<file path="src/rtl/serial_shift_right_pkg.sv">
// Shared constants and state encoding for the serial right shifter and its
// companion barrel shifter.
package serial_shift_right_pkg;

  localparam int unsigned WIDTH_DEF = 8;
  localparam int unsigned SHW_DEF   = 3;

  typedef enum logic [1:0] {
    IDLE  = 2'd0,
    SHIFT = 2'd1,
    DONE  = 2'd2
  } state_e;

endpackage : serial_shift_right_pkg

</file>
<file path="src/rtl/serial_shift_right_step.sv">
// Single-bit right shift stage: logical (zero fill) or rotate (bit 0 wraps to MSB).
module shift_step_right #(
  parameter int unsigned WIDTH = 8
) (
  input  logic [WIDTH-1:0] d,
  input  logic             rot,
  output logic [WIDTH-1:0] q_c
);

  assign q_c = {(rot ? d[0] : 1'b0), d[WIDTH-1:1]};

endmodule : shift_step_right

</file>
<file path="src/rtl/serial_shift_right.sv">
// Iterative right shifter, one bit per clock, valid/ready on both sides.
// Define SERIAL_SHIFT_RIGHT_ROTATE_EN to honour the rot input (rotate right).
module serial_shift_right
  import serial_shift_right_pkg::*;
#(
  parameter int unsigned WIDTH = WIDTH_DEF,
  parameter int unsigned SHW   = SHW_DEF
) (
  input  logic             clk,
  input  logic             rst_n,
  input  logic             in_valid,
  output logic             in_ready,
  input  logic [WIDTH-1:0] in,
  input  logic [SHW-1:0]   ctrl,
  input  logic             rot,
  output logic [WIDTH-1:0] out,
  output logic             out_valid,
  input  logic             out_ready
);

  state_e           state, state_nxt;
  logic [WIDTH-1:0] data, data_nxt;
  logic [SHW-1:0]   cnt, cnt_nxt;
  logic             rot_q;
  logic             rot_nxt;
  logic [WIDTH-1:0] out_nxt;
  logic             out_valid_nxt;
  logic             in_ready_nxt;
  logic [WIDTH-1:0] step_c;

  shift_step_right #(.WIDTH(WIDTH)) u_step (
    .d   (data),
    .rot (rot_q),
    .q_c (step_c)
  );

  // Next-state and next-output logic
  always_comb begin
    state_nxt     = state;
    data_nxt      = data;
    cnt_nxt       = cnt;
    rot_nxt       = rot_q;
    out_nxt       = out;
    out_valid_nxt = out_valid;
    in_ready_nxt  = in_ready;

    case (state)
      IDLE: begin
        in_ready_nxt  = 1'b1;
        out_valid_nxt = 1'b0;
        if (in_valid && in_ready) begin
          data_nxt     = in;
          cnt_nxt      = ctrl;
          rot_nxt      = rot;
          in_ready_nxt = 1'b0;
          if (ctrl == '0) begin
            // Zero shift goes straight to the result with the operand untouched
            state_nxt     = DONE;
            out_nxt       = in;
            out_valid_nxt = 1'b1;
          end else begin
            state_nxt = SHIFT;
          end
        end
      end

      SHIFT: begin
        in_ready_nxt = 1'b0;
        data_nxt     = step_c;
        cnt_nxt      = SHW'(cnt - 1'b1);
        if (cnt == SHW'(1)) begin
          state_nxt     = DONE;
          out_nxt       = step_c;
          out_valid_nxt = 1'b1;
        end
      end

      DONE: begin
        in_ready_nxt = 1'b0;
        if (out_ready) begin
          state_nxt     = IDLE;
          out_valid_nxt = 1'b0;
          in_ready_nxt  = 1'b1;
        end
      end

      default: begin
        state_nxt     = IDLE;
        out_valid_nxt = 1'b0;
        in_ready_nxt  = 1'b0;
      end
    endcase
  end

  // State and registered outputs
  always_ff @(posedge clk or negedge rst_n) begin
    if (!rst_n) begin
      state     <= IDLE;
      data      <= '0;
      cnt       <= '0;
      out       <= '0;
      out_valid <= 1'b0;
      in_ready  <= 1'b0;
    end else begin
      state     <= state_nxt;
      data      <= data_nxt;
      cnt       <= cnt_nxt;
      out       <= out_nxt;
      out_valid <= out_valid_nxt;
      in_ready  <= in_ready_nxt;
    end
  end

`ifdef SERIAL_SHIFT_RIGHT_ROTATE_EN
  always_ff @(posedge clk or negedge rst_n) begin
    if (!rst_n) begin
      rot_q <= 1'b0;
    end else begin
      rot_q <= rot_nxt;
    end
  end
`else
  // Rotate disabled: every operation is a logical shift
  logic unused_rot;
  assign unused_rot = rot ^ rot_nxt;
  assign rot_q      = 1'b0;
`endif

endmodule : serial_shift_right
</file>
<file path="config.mk">
export PLATFORM = sky130hd
export DESIGN_NAME = serial_shift_right
export DESIGN_NICKNAME = d
export VERILOG_FILES = /design/src/rtl/serial_shift_right_pkg.sv /design/src/rtl/serial_shift_right_step.sv /design/src/rtl/serial_shift_right.sv
export SDC_FILE = /design/constraint.sdc
export NUM_CORES = 1
export LEC_CHECK = 0
export ABC_AREA = 0
export CORE_ASPECT_RATIO = 1.5
export CORE_UTILIZATION = 40
export CTS_CLUSTER_DIAMETER = 50
export DETAILED_ROUTE_END_ITERATION = 16
export GPL_TIMING_DRIVEN = 0
export PLACE_DENSITY_LB_ADDON = 0.12
export SLEW_MARGIN = 20
export SYNTH_ARGS = -nofsm -noshare
export SYNTH_HDL_FRONTEND = slang
export SYNTH_HIERARCHICAL = 1
export SYNTH_SLANG_ARGS = --single-unit
</file>
<file path="constraint.sdc">
create_clock -name clk -period 1.5 [get_ports clk]
set_input_delay 0.15 -clock clk [delete_from_list [all_inputs] [get_ports clk]]
set_output_delay 0.15 -clock clk [all_outputs]
set_load 0.005 [all_outputs]
</file>
==> flow_metrics.py <==
metrics = {
    "setup_path": {
        "cp.required_ns": 1.65,
        "worst-path-stages": 5,
        "start_kind": "flop",
        "r2r_cells": 5,
        "critPathKind": "flop to flop",
        "end_kind": "flop",
        "worst_path_max_delay_cell": "dfrtp_2",
        "crit_arrival_ns": 1.76,
        "cp-endpoint": "out[7]$_DFFE_PN0P_",
        "crit_family": "flip-flops",
        "startpoint": "state[0]$_DFFE_PN0P_",
        "slowest_delay_ns": 0.45,
        "crit_chain": "buf_6, nor4bb_4, a32oi_4, clkbuf_16, mux2_2",
        "r2r-start": "state[0]$_DFFE_PN0P_",
        "r2r_slack_ns": -0.11,
        "cp_max_fo": 4,
        "worstPathBufferInverterCount": 2,
        "r2r-end": "out[7]$_DFFE_PN0P_",
    },
    "power": {
        "p_clk_share_pct": 10.4,
        "swShare_pct": 31.66,
        "leakage_uw": 0.0007823,
        "p_int_uw": 2552,
        "total_power_uw": 3735,
        "p_sw_uw": 1182,
        "p_comb_share_pct": 58.8,
        "p_seq_share_pct": 30.8,
        "peakVddDrop_uv": 1307,
        "power_density_nw_per_um2": 2140,
    },
    "yosys": {
        "synth-xor-area-share_pct": 0,
        "synth_top_area_share_pct": 46.89,
        "synth_top_family_by_area": "multiplexers",
        "seq_area_frac_synth_pct": 46.89,
        "synthDistinctLibCells": 30,
        "ys.flop_type": "dfrtp_1",
        "syn_inst": 96,
        "synth_area_um2": 1227,
        "synth.most_common_cell": "dfrtp_1",
        "synth_mux_area_share_pct": 24.36,
        "synthTopCellsByArea": "dfrtp_1 47%, mux2_2 17%, mux2_4 6.1%, buf_4 4.9%, a32oi_4 2.2%",
        "synthSimpleGateAreaFrac_pct": 9.684,
        "synth-edff-count": 0,
        "async_reset_ff_share_pct": 100.0,
        "synth_seq_cells": 23,
        "yosys.area_share.adder_pct": 2.039,
        "synthTopCellsByCount": "23 x dfrtp_1, 19 x mux2_2, 8 x buf_4",
        "yosys_warnings": 6,
        "yosysTopAreaCell": "dfrtp_1",
        "synth_compound_area_share_pct": 8.359,
        "synth_fp_nets": 114,
        "synth.avg_cell_area_um2": 12.79,
    },
    "routing": {
        "wl_mm": 2.633,
        "vias_per_cell": 4.860,
        "drt-initial-drc-count": 15,
        "first_pass_iters": 4,
        "vias": 870,
        "final_antenna_net_count": 0,
        "avgRoutedWirePerCell_um": 14.71,
        "drc_errors": 0,
    },
    "place": {
        "port_buffers": 24,
        "placed_area_um2": 1518,
        "gp_congestion": 0.7734,
        "dp_hpwl_mm": 1.582,
    },
    "global_route": {
        "gr-total-overflow": 0,
        "grt_use_total_pct": 18.25,
        "grt_pass1_vias": 965,
        "grt_max_degree": 24,
        "grt_first_pass_wirelength_mm": 4.305,
        "antenna_found_initial": 0,
    },
    "clock_tree": {
        "cts_buffer_depth": 2,
        "cts_htree_levels": 1,
        "clockRootBuffer": "clkbuf_8",
        "clk_pin_slew_ns": 0.08,
        "insertion_delay_ns": 0.26,
        "clock_sinks": 23,
        "numCtsBuffers": 3,
        "cts_tree": "done",
    },
    "sta": {
        "period_share_pct": 107.3,
        "maxSlewHeadroom_pct": 64.64,
        "grt_setup_unrepaired": "yes",
        "finalHoldViolations": 0,
        "final_max_slew_viol_count": 0,
        "period_minus_slack_ns": 1.609,
        "setup_ws_ns": -0.1095,
        "setup_tns_ns": -1.084,
        "tightest_slew_ns": 0.5304,
        "max_freq_mhz": 621.3,
        "finClkSkew_ns": 0.005401,
        "setup_violations": 16,
    },
    "cells_and_area": {
        "design_area_um2": 1745,
        "n_fill_cell": 260,
        "multiInputGateArea_um2": 569.3,
        "fin_nets": 159,
        "layout-drive-gt1-share_pct": 45.00,
        "antenna_cells": 0,
        "final_core_util_pct": 59.92,
        "seq_area_um2": 578.1,
        "synthToLayoutAreaGrowth_pct": 42.20,
    },
    "floorplanning": {
        "fp.dieH_um": 69.85,
        "rows": 24,
        "core_um2": 2913,
        "dieArea_um2": 3299,
        "start_util_pct": 42.14,
        "fp.dieW_um": 47.23,
        "io_pins": 26,
    },
    "status": {
        "outcome": "finished with violations",
        "violations": "setup timing",
    },
    "hold_path": {
        "hold_class": "input port to async pin",
    },
    "run": {
        "drv_cap": 0,
    },
}
-- power by group through the flow --
| stage | registers, uW | logic (uW) | clock network (uW) |
|---|---|---|---|
| floorplan | 1130 | 1260 | 0 |
| global placement | 1140 | 1750 | 0 |
| detailed placement | 1160 | 1800 | 0 |
| CTS | 1150 | 2080 | 397 |
| global route | 1190 | 2390 | 423 |
| finish | 1150 | 2200 | 389 |
-- registers in the layout (all words and copies together), names as in the netlist --
register   cells
out            8
state          2
in_ready       1
data           8
cnt            3
out_valid      1
-- worst register-to-register path: cells and delay by family (launching register included) --
| kind | cells | cell delay [ns] |
|---|---|---|
| buffers and inverters | 2 | 0.31 |
| AOI/OAI and AO/OA | 1 | 0.12 |
| muxes | 1 | 0.26 |
| and+or+nand+nor | 1 | 0.35 |
| DFF | 1 | 0.45 |
-- worst min path at each step --
stage	end
after floorplan	cnt[0]$_DFFE_PN0P_
after global placement	data[0]$_DFFE_PN0P_
after detailed placement	out[4]$_DFFE_PN0P_
after CTS	cnt[2]$_DFFE_PN0P_
after global routing	cnt[1]$_DFFE_PN0P_
final	out_valid$_DFFE_PN0P_
-- placed cells by master (no fill, tap or decap), drive strengths merged --
master / n
buf: 26
mux2: 24
clkdlybuf4s50: 23
dfrtp: 23
clkbuf: 5
inv: 4
o21ai: 4
nor2: 3
a21oi: 3
nand2: 3
nor3: 2
ha: 2
nor2b: 2
or2: 1
nand3b: 1
nor4b: 1
mux2i: 1
a211o: 1
nor4bb: 1
a32oi: 1
nand2b: 1
a22oi: 1
or3: 1
a22o: 1
a31oi: 1
o22a: 1
dlygate4sd3: 1
and2: 1
conb: 1
-- metal layers --
layer / up-vias / wire, um / GRT usage, %
met4: 0 / 42 / 6.667
met1: 432 / 1023 / 20.58
li1: 414 / - / -
met5: - / 0 / 0
met2: 19 / 1491 / 32.27
met3: 5 / 75 / 2.604
-- final cells by class --
type                    instances  share of cell area, %
plain buffers                  10                  4.946
clock buffers                   4                  2.581
inverters                       4                 0.8602
multi-input cells              58                  32.62
flip-flops and latches         23                  33.12
well taps                      39                  2.796
repair buffers                 41                  23.08
-- kinds of logic after synthesis --
kind of cell             count (synthesis)
buffers and inverters                   15
adder cells (fa/ha/maj)                  2
flip-flops                              23
AO/OA/AOI/OAI                           13
AND/OR/NAND/NOR                         17
other                                    1
multiplexers                            25
-- per-stage QoR --
step | hold WS, ns | setup WS (ns) | std cells
floorplan | -0.1456 | -0.02187 | 96
global placement | 0.4847 | -0.2506 | 159
detailed placement | 0.4939 | -0.2605 | 159
CTS | 0.5044 | -0.1083 | 173
global route | 0.4510 | -0.1873 | 179
finish | 0.3961 | -0.1095 | 179
-- what timing repair did --
item | 4_1_cts | 5_1_grt
setup endpoints to repair | 17 | 18
pin swaps | 3 | 3
hold endpoints to repair | 0 | 23
hold buffers | 0 | 1
gates cloned | 1 | 1
resized for setup | 7 | 9
buffers inserted | 10 | 4
(Power assumes the default switching activity.)
